File: config.mk
export PLATFORM = sky130hd
export DESIGN_NAME = case2_stream
export DESIGN_NICKNAME = d
export VERILOG_FILES = /design/src/rtl/case2_pkg.sv /design/src/rtl/case2_chan_cnt.sv /design/src/rtl/case2_stream.sv
export SDC_FILE = /design/constraint.sdc
export NUM_CORES = 1
export LEC_CHECK = 0
export CAP_MARGIN = 20
export CORE_ASPECT_RATIO = 0.9
export CORE_MARGIN = 2
export CORE_UTILIZATION = 30
export DETAILED_ROUTE_END_ITERATION = 6
export GPL_ROUTABILITY_DRIVEN = 0
export GPL_TIMING_DRIVEN = 0
export PLACE_DENSITY_LB_ADDON = 0.2
export SYNTH_ARGS = -nofsm -noshare
export SYNTH_HDL_FRONTEND = slang
export SYNTH_SLANG_ARGS = --single-unit
export TNS_END_PERCENT = 20
File: constraint.sdc
create_clock -name clk -period 2.4 [get_ports clk]
set_input_delay 0.36 -clock clk [delete_from_list [all_inputs] [get_ports clk]]
set_output_delay 0.36 -clock clk [all_outputs]
set_load 0.05 [all_outputs]
File: src/rtl/case2_pkg.sv
// Shared constants for the case2 stream block: default sizing and beat mode encoding.
package case2_pkg;

    localparam int NCH_DEF   = 4;
    localparam int CNT_W_DEF = 8;

    localparam logic MODE_LEGACY = 1'b0;
    localparam logic MODE_EXT    = 1'b1;

endpackage

File: src/rtl/case2_chan_cnt.sv
// Single saturating hit counter. Clear wins over a coincident increment.
module case2_chan_cnt #(
    parameter int CNT_W = 8
) (
    input  logic             clk,
    input  logic             rst,
    input  logic             clr,
    input  logic             inc,
    output logic [CNT_W-1:0] cnt
);

    logic [CNT_W-1:0] cnt_reg;

    // Count up on inc, stick at all-ones, clear has priority.
    always_ff @(posedge clk or posedge rst) begin
        if (rst) begin
            cnt_reg <= '0;
        end else if (clr) begin
            cnt_reg <= '0;
        end else if (inc && (cnt_reg != {CNT_W{1'b1}})) begin
            cnt_reg <= cnt_reg + CNT_W'(1);
        end
    end

    assign cnt = cnt_reg;

endmodule

File: src/rtl/case2_stream.sv
// Two-stage valid/ready pipeline evaluating three per-channel logic functions
// of five operands, with one saturating hit counter per channel.
module case2_stream
    import case2_pkg::*;
#(
    parameter int NCH   = NCH_DEF,
    parameter int CNT_W = CNT_W_DEF
) (
    input  logic                 clk,
    input  logic                 rst,
    input  logic                 in_valid,
    output logic                 in_ready,
    input  logic [NCH-1:0]       a,
    input  logic [NCH-1:0]       b,
    input  logic [NCH-1:0]       c,
    input  logic [NCH-1:0]       d,
    input  logic [NCH-1:0]       e,
    input  logic                 mode,
    output logic                 out_valid,
    input  logic                 out_ready,
    output logic [NCH-1:0]       x,
    output logic [NCH-1:0]       y,
    output logic [NCH-1:0]       z,
    input  logic                 cnt_clr,
    output logic [NCH*CNT_W-1:0] hit_cnt
);

    // Stage 1: captured operands and mode.
    logic           s1_valid_reg;
    logic [NCH-1:0] s1_a_reg, s1_b_reg, s1_c_reg, s1_d_reg, s1_e_reg;
    logic           s1_mode_reg;

    // Stage 2: registered results.
    logic           s2_valid_reg;
    logic [NCH-1:0] x_reg, y_reg, z_reg;

    // Results computed from stage-1 contents.
    logic [NCH-1:0] x_next, y_next, z_next;

    logic s1_rdy, s2_rdy;
    logic out_fire;

    // Ready ripples backwards combinationally so a full pipe still moves every cycle.
    assign s2_rdy   = ~s2_valid_reg | out_ready;
    assign s1_rdy   = ~s1_valid_reg | s2_rdy;
    assign in_ready = s1_rdy;
    assign out_fire = s2_valid_reg & out_ready;

    generate
        for (genvar gi = 0; gi < NCH; gi++) begin : g_logic
            logic [2:0] ones;
            logic       maj;

            assign ones = {2'b00, s1_a_reg[gi]} + {2'b00, s1_b_reg[gi]} + {2'b00, s1_c_reg[gi]}
                        + {2'b00, s1_d_reg[gi]} + {2'b00, s1_e_reg[gi]};
            assign maj  = (ones >= 3'd3);

            assign x_next[gi] = s1_a_reg[gi] & s1_b_reg[gi] & (s1_c_reg[gi] | s1_d_reg[gi]) & ~s1_e_reg[gi];
            assign y_next[gi] = ~(s1_a_reg[gi] & s1_b_reg[gi] & s1_c_reg[gi] & s1_d_reg[gi] & s1_e_reg[gi]);
            assign z_next[gi] = (s1_mode_reg == MODE_EXT) ? maj : y_next[gi];
        end
    endgenerate

    // Stage 1 accepts a new beat whenever it is empty or its occupant moves on.
    always_ff @(posedge clk or posedge rst) begin
        if (rst) begin
            s1_valid_reg <= 1'b0;
            s1_a_reg     <= '0;
            s1_b_reg     <= '0;
            s1_c_reg     <= '0;
            s1_d_reg     <= '0;
            s1_e_reg     <= '0;
            s1_mode_reg  <= MODE_LEGACY;
        end else if (s1_rdy) begin
            s1_valid_reg <= in_valid;
            if (in_valid) begin
                s1_a_reg    <= a;
                s1_b_reg    <= b;
                s1_c_reg    <= c;
                s1_d_reg    <= d;
                s1_e_reg    <= e;
                s1_mode_reg <= mode;
            end
        end
    end

    // Stage 2 holds its results steady while the consumer stalls.
    always_ff @(posedge clk or posedge rst) begin
        if (rst) begin
            s2_valid_reg <= 1'b0;
            x_reg        <= '0;
            y_reg        <= '0;
            z_reg        <= '0;
        end else if (s2_rdy) begin
            s2_valid_reg <= s1_valid_reg;
            if (s1_valid_reg) begin
                x_reg <= x_next;
                y_reg <= y_next;
                z_reg <= z_next;
            end
        end
    end

    assign out_valid = s2_valid_reg;
    assign x         = x_reg;
    assign y         = y_reg;
    assign z         = z_reg;

    generate
        for (genvar gi = 0; gi < NCH; gi++) begin : g_cnt
            case2_chan_cnt #(
                .CNT_W (CNT_W)
            ) u_cnt (
                .clk (clk),
                .rst (rst),
                .clr (cnt_clr),
                .inc (out_fire & x_reg[gi]),
                .cnt (hit_cnt[gi*CNT_W +: CNT_W])
            );
        end
    endgenerate

endmodule

Word level (Yosys, flattened, before mapping):

Index checks and enable logic that the tools add are counted.

* $add $sub $neg: 20
* order comparisons: 4
* equal/unequal tests: 4
* multiplexer cells: 12
* bitwise logic cells: 45
* reductions and logical operators: 10

Operators with widths (count)
* 8-bit two-way mux: 8
* 8-bit by 1-bit adder with 8-bit output, second input constant: 4
* 8-bit != test, second input constant: 4
* 1-bit AND: 29
* 3-bit by 1-bit adder with 3-bit output: 8
* 2-bit by 1-bit adder with 3-bit output: 4
* 3-bit by 2-bit >= comparator with 1-bit output, second input constant: 4
* 1-bit NOT: 10
* 1-bit by 1-bit adder with 2-bit output: 4
* 2-bit nonzero test: 4
* 1-bit OR: 6
* 1-bit logical AND: 4
* 1-bit two-way mux: 4
* 2-bit AND reduction: 2

* register bits: 67
* word-level logic and storage cells: 110

Depth between registers and ports, before layout:

Gate-level depths: netlist (run 1).

* depth after elaboration: 6
* gate-level depth with buffers: 9
* depth with buffers taken out: 9

Cells and area by module:

A second synthesis (run 1) with hierarchy kept.

* cell total of the unflattened synthesis: 354
* area, all modules: 4043.9 sq um

Modules (own cells, without submodules)
* case2_stream: times used 1, cells an instance 158, area each 2026.9 sq um, sequential area each 875.8 sq um
* case2_chan_cnt: times used 4, cells an instance 49, area each 504.2 sq um, sequential area each 200.2 sq um

Least setup slack after synthesis (run 1):

Ideal clock, no wire load.

* path kind: register to register
* from: reg s2_valid_reg, in the netlist out_valid
* to: reg s1_a_reg[0]
* arrival: 2.153 ns
* path slack: 0.122 ns
* stages on the path, launching flop included: 5
* buffers on the path: 1
* clock period less this slack: 2.278 ns
* cells stage by stage: dfrtp_1 > nand3b_1 > nand2_1 > buf_2 > mux2_2

* longest elaborated chain between the ends: 4

RTL lines
* start, declared: RTL line case2_stream.sv:34 `logic s2_valid_reg;`
* start signal, assigned: RTL line case2_stream.sv:95 `s2_valid_reg <= s1_valid_reg;`
* 1-bit NOT: RTL line case2_stream.sv:44 `assign s2_rdy = ~s2_valid_reg | out_ready;`
* 1-bit OR: RTL line case2_stream.sv:44
* 1-bit OR: RTL line case2_stream.sv:45 `assign s1_rdy = ~s1_valid_reg | s2_rdy;`
* named net in_ready: RTL line case2_stream.sv:12 `output logic in_ready,`
* 2-bit AND reduction (no source line)
* end signal, assigned: RTL line case2_stream.sv:68 `s1_a_reg <= '0;`
* end signal, assigned: RTL line case2_stream.sv:77 `s1_a_reg <= a;`
* end, declared: RTL line case2_stream.sv:30 `logic [NCH-1:0] s1_a_reg, s1_b_reg, s1_c_reg, s1_d_reg, s1_e_reg;`

The timed path passes the listed nets, and every way through them passes these cells.
A chain may end at the register's enable or synchronous reset.

Worst setup path in the final report (run 1):

* from: reg s1_a_reg[3]
* to: reg z_reg[3], in the netlist z[3]

* longest elaborated chain between the ends: 6

RTL lines
* 1-bit by 1-bit adder with 2-bit output or 1-bit AND (tied branches): RTL line case2_stream.sv:54, case2_stream.sv:59
* 2-bit by 1-bit adder with 3-bit output or 1-bit AND (tied branches): RTL line case2_stream.sv:54, case2_stream.sv:59
* 3-bit by 1-bit adder with 3-bit output or 1-bit AND (tied branches) (2 in a row): RTL line case2_stream.sv:55, case2_stream.sv:59
* 3-bit by 2-bit >= comparator with 1-bit output or 1-bit NOT (tied branches): RTL line case2_stream.sv:56, case2_stream.sv:59
* 1-bit two-way mux (*): RTL line case2_stream.sv:60 `assign z_next[gi] = (s1_mode_reg == MODE_EXT) ? maj : y_next[gi];`
* end signal, assigned: RTL line case2_stream.sv:99 `z_reg <= z_next;`
* end, declared: RTL line case2_stream.sv:35 `logic [NCH-1:0] x_reg, y_reg, z_reg;`

Every way passes the cells marked *; elsewhere a longest branch is shown, timed or not.

==> impl_metrics.prom, run 1 <==
# TYPE chip_impl_metric gauge
chip_impl_metric{name="placeable_area",unit="µm²"} 11530
chip_impl_metric{name="cap_viol_max_count",unit=""} 0
chip_impl_metric{name="static-leakage-power",unit="nW"} 2.066
chip_impl_metric{name="drt_first_pass_iters",unit=""} 4
chip_impl_metric{name="power_density",unit="nW/µm²"} 696.1
chip_impl_metric{name="post_synth_num_cell_types",unit=""} 45
chip_impl_info{name="clockRootBuffer",value="sky130_fd_sc_hd__clkbuf_16"} 1
chip_impl_metric{name="via_per_inst",unit=""} 4.663
chip_impl_info{name="synth.largest_area_cell",value="sky130_fd_sc_hd__dfrtp_1"} 1
chip_impl_metric{name="vias",unit=""} 2667
chip_impl_metric{name="switching_share",unit="%"} 29.28
chip_impl_metric{name="post_route_cells_drive_above_1_share",unit="%"} 14.42
chip_impl_metric{name="fp.dieArea",unit="µm²"} 12820
chip_impl_metric{name="count_of_flip_flops_with_a_built_in_enable_after_synthesis",unit=""} 0
chip_impl_metric{name="setup-violations-final",unit=""} 0
chip_impl_info{name="hold_path.startpoint",value="cnt_clr"} 1
chip_impl_metric{name="vias_in_the_first_global_route",unit=""} 2664
chip_impl_info{name="synth.top_cells.by_area",value="sky130_fd_sc_hd__dfrtp_1 47%, sky130_fd_sc_hd__mux2_2 7.9%, sky130_fd_sc_hd__ha_1 5.6%"} 1
chip_impl_metric{name="clock-sinks",unit=""} 67
chip_impl_metric{name="ports_placed_on_the_boundary",unit=""} 72
chip_impl_metric{name="combinationalPowerShare",unit="%"} 22.2
chip_impl_metric{name="post_synth_inst_count",unit=""} 330
chip_impl_metric{name="critPathRequiredTime",unit="ps"} 2620
chip_impl_metric{name="cts_hold_buffers",unit=""} 0
chip_impl_metric{name="total_power",unit="mW"} 3.322
chip_impl_metric{name="cts_buffers",unit=""} 9
chip_impl_metric{name="nNetsFinal",unit=""} 461
chip_impl_info{name="postSynth.topFlopCell",value="sky130_fd_sc_hd__dfrtp_1"} 1
chip_impl_info{name="slowest_stage",value="sky130_fd_sc_hd__fa_1"} 1
chip_impl_metric{name="fmaxAchievable",unit="GHz"} 0.4541
chip_impl_metric{name="hpwlAfterDp",unit="µm"} 5675
chip_impl_info{name="tritoncts",value="built"} 1
chip_impl_metric{name="worst-slew-pin-transition",unit="ps"} 845.1
chip_impl_metric{name="wl_per_cell",unit="µm"} 13.53
chip_impl_metric{name="grt_pass1_wl",unit="µm"} 13240
chip_impl_metric{name="clk_path_buf_depth",unit=""} 2
chip_impl_metric{name="globalRouteOverflowTotal",unit=""} 0
chip_impl_metric{name="final.setup_skew",unit="ps"} 3.063
chip_impl_metric{name="rows",unit=""} 37
chip_impl_metric{name="hold_ws",unit="ps"} 477.1
chip_impl_info{name="critical_path.startpoint_type",value="register"} 1
chip_impl_info{name="worstSetupStartpoint",value="s1_a_reg[3]"} 1
chip_impl_info{name="hold_path.class",value="input pin to register"} 1
chip_impl_info{name="synth_commonest_cells",value="67 x sky130_fd_sc_hd__dfrtp_1, 34 x sky130_fd_sc_hd__nor2_1, 33 x sky130_fd_sc_hd__inv_1, 25 x sky130_fd_sc_hd__mux2_2, 16 x sky130_fd_sc_hd__ha_1"} 1
chip_impl_metric{name="grt_max_degree",unit=""} 68
chip_impl_metric{name="layout.core_utilization",unit="%"} 41.40
chip_impl_metric{name="critical_path.n_buffers_inverters",unit=""} 2
chip_impl_info{name="critPathTopFamily",value="adder cells"} 1
chip_impl_metric{name="period_minus_slack",unit="ps"} 2202
chip_impl_metric{name="track_usage",unit="%"} 13.15
chip_impl_metric{name="syn_to_final_growth",unit="%"} 33.40
chip_impl_metric{name="worst-endpoint-arrival",unit="ps"} 2420
chip_impl_metric{name="slew_headroom",unit="%"} 43.66
chip_impl_metric{name="path_max_fanout",unit=""} 3
chip_impl_metric{name="slew_violations",unit=""} 0
chip_impl_metric{name="yosys_register_bits",unit=""} 67
chip_impl_metric{name="postSynthNetCount",unit=""} 380
chip_impl_metric{name="cp_slowest_stage_delay",unit="ps"} 480
chip_impl_metric{name="flip_flop_count_of_the_largest_register_all_copies_and_words_added",unit=""} 32
chip_impl_info{name="rsz_0062_raised_after_global_routing",value="false"} 1
chip_impl_metric{name="floorplan.initialDensity",unit="%"} 31.03
chip_impl_metric{name="die_h",unit="µm"} 107.6
chip_impl_metric{name="internal_power",unit="mW"} 2.349
chip_impl_metric{name="power.share.sequential",unit="%"} 39.3
chip_impl_metric{name="drt_first_iter_violations",unit=""} 145
chip_impl_metric{name="final_number_of_hold_violating_endpoints",unit=""} 0
chip_impl_metric{name="number_of_inserted_diodes",unit=""} 0
chip_impl_metric{name="power.share.clock",unit="%"} 38.4
chip_impl_metric{name="number_of_synthesis_warnings",unit=""} 0
chip_impl_metric{name="worst_skew_pair.late_latency",unit="ps"} 330
chip_impl_metric{name="htree_num_levels",unit=""} 3
chip_impl_metric{name="remaining_drc_errors",unit=""} 0
chip_impl_metric{name="finalWorstSetupSlack",unit="ps"} 197.7
chip_impl_info{name="synth.most_common_cell",value="sky130_fd_sc_hd__dfrtp_1"} 1
chip_impl_metric{name="vdd_drop_max",unit="mV"} 0.3860
chip_impl_metric{name="cts.repair.resized",unit=""} 1
chip_impl_metric{name="yosys.area.top_type_share",unit="%"} 46.87
chip_impl_metric{name="number_of_antenna_violations_at_the_first_check_in_global_routing",unit=""} 0
chip_impl_metric{name="clkTransAtPathRegs",unit="ps"} 50
chip_impl_metric{name="die-width",unit="µm"} 119.1
chip_impl_info{name="critical_path.cell_chain",value="inv_1 > fa_1 > fa_1 > inv_1 > ha_1 > nor3b_1 > nor2_1 > a211oi_2 > a21o_1"} 1
chip_impl_metric{name="multi_input_area",unit="µm²"} 1734
chip_impl_metric{name="dp_slack",unit="ps"} -60.01
chip_impl_metric{name="n_fill_cell",unit=""} 1137
chip_impl_metric{name="net_switching_component_of_the_power",unit="µW"} 972.8
chip_impl_metric{name="post_syn_area",unit="µm²"} 3577
chip_impl_info{name="crit_path_end_kind",value="register"} 1
chip_impl_metric{name="finalCritPeriodShare",unit="%"} 91.76
chip_impl_metric{name="antenna_violating_nets_post_route",unit=""} 0
chip_impl_metric{name="cts_setup_buffers",unit=""} 0
chip_impl_metric{name="seq_area_frac_synth",unit="%"} 46.87
chip_impl_metric{name="synthArstFlopShare",unit="%"} 100.0
chip_impl_metric{name="place.port_buffers",unit=""} 70
chip_impl_info{name="timing_worst_setup_path_type",value="register to register"} 1
chip_impl_metric{name="area.sequential",unit="µm²"} 1677
chip_impl_metric{name="drt-total-wl",unit="µm"} 7741
chip_impl_info{name="r2r-start",value="s1_a_reg[3]"} 1
chip_impl_info{name="status",value="finished, final reports clean"} 1
chip_impl_metric{name="synthesis.area_per_instance",unit="µm²"} 10.84
cells by family (layout without fill, tap and decap cells):
logic type               count (synthesis)  count (layout)  synth area share, %
AO/OA/AOI/OAI                           49              49                10.25
XOR/XNOR                                13              13                3.183
adder cells (fa/ha/maj)                 24              24                10.07
buffers and inverters                   44             130                4.792
flip-flops                              67              67                46.87
multiplexers                            33              33                10.25
AND/OR/NAND/NOR                        100             100                14.59
power groups by stage:
stage	logic, mW	registers (mW)	clock network [mW]
2_1_floorplan	0.377	1.46	0
3_3_place_gp	0.731	1.33	0
3_5_place_dp	0.748	1.33	0
4_1_cts	0.750	1.31	1.32
5_1_grt	0.834	1.33	1.37
6_report	0.739	1.31	1.28
worst reg2reg max path, stage by stage (launching register included):
cell                       delay [ps]
sky130_fd_sc_hd__dfrtp_1          360
sky130_fd_sc_hd__inv_1             70
sky130_fd_sc_hd__fa_1             480
sky130_fd_sc_hd__fa_1             370
sky130_fd_sc_hd__inv_1             80
sky130_fd_sc_hd__ha_1             220
sky130_fd_sc_hd__nor3b_1          130
sky130_fd_sc_hd__nor2_1           120
sky130_fd_sc_hd__a211oi_2          90
sky130_fd_sc_hd__a21o_1           170
per-stage QoR:
step / cells / instance area [µm²] / TNS [ps]
after floorplan: 330 / 3577 / 0
after global placement: 556 / 4473 / -67040
after detailed placement: 556 / 4476 / -60.01
after CTS: 572 / 4767 / 0
after global routing: 572 / 4772 / 0
final: 572 / 4772 / 0
routing by layer:
| layer | track usage, % | share of wire [%] |
|---|---|---|
| met1 | 15.86 | 46 |
| met2 | 22.13 | 47 |
| met3 | 4.608 | 5.4 |
| met4 | 4.082 | 1.3 |
| met5 | 0 | 0 |
layout by cell type, fill, tap and decap left out, drive strengths merged, types with 3 or more instances in the layout:
master          n
buf             5
dfrtp          67
a21o            5
and2            4
mux2           26
nand4          11
a21oi           7
clkdlybuf4s50  69
o2111ai         4
mux2i           7
xor2           12
o211ai          8
clkbuf         21
a211oi          7
nor3b           3
nand2          14
and3            6
nor3            8
inv            33
nand2b          3
ha             16
o21ai           7
nand3           9
nor2           34
fa              8
worst paths after layout:
kind                                         endpoint  slack (ps)  cells after the start
max in group asynchronous                        x[2]        1280                      2
worst min-delay path            g_cnt[3].u_cnt.cnt[4]         480                      3
worst max register to register                   z[3]         200                      9
worst min register to register                   z[3]         480                      1
worst max-delay path                             z[3]         200                      9
min in group asynchronous       g_cnt[3].u_cnt.cnt[7]         580                      2
area by class of cell:
cell class	count	area share, %
Timing Repair Buffer	70	14.66
Sequential cell	67	35.13
Tap cell	156	4.090
Inverter	33	2.648
Clock inverter	1	0.1049
Clock buffer	15	6.030
Buffer	11	0.9963
Multi-Input combinational cell	219	36.34
(Power assumes the default switching activity.)
==> run 2, diff against run 1 <==
--- a/config.mk
+++ b/config.mk
@@ -9,6 +9,7 @@
 export CORE_ASPECT_RATIO = 0.9
 export CORE_MARGIN = 2
 export CORE_UTILIZATION = 30
+export CTS_CLUSTER_SIZE = 14
 export DETAILED_ROUTE_END_ITERATION = 6
 export GPL_ROUTABILITY_DRIVEN = 0
 export GPL_TIMING_DRIVEN = 0
==> results of run 2 <==
The final DEF is identical to that of run 1; final timing and power are the same.
==> run 3, diff against run 2 <==
--- a/config.mk
+++ b/config.mk
@@ -9,6 +9,7 @@
 export CORE_ASPECT_RATIO = 0.9
 export CORE_MARGIN = 2
 export CORE_UTILIZATION = 30
+export CTS_CLUSTER_DIAMETER = 150
 export CTS_CLUSTER_SIZE = 14
 export DETAILED_ROUTE_END_ITERATION = 6
 export GPL_ROUTABILITY_DRIVEN = 0
==> results of run 3 <==
The final DEF is identical to that of run 1; final timing and power are the same.
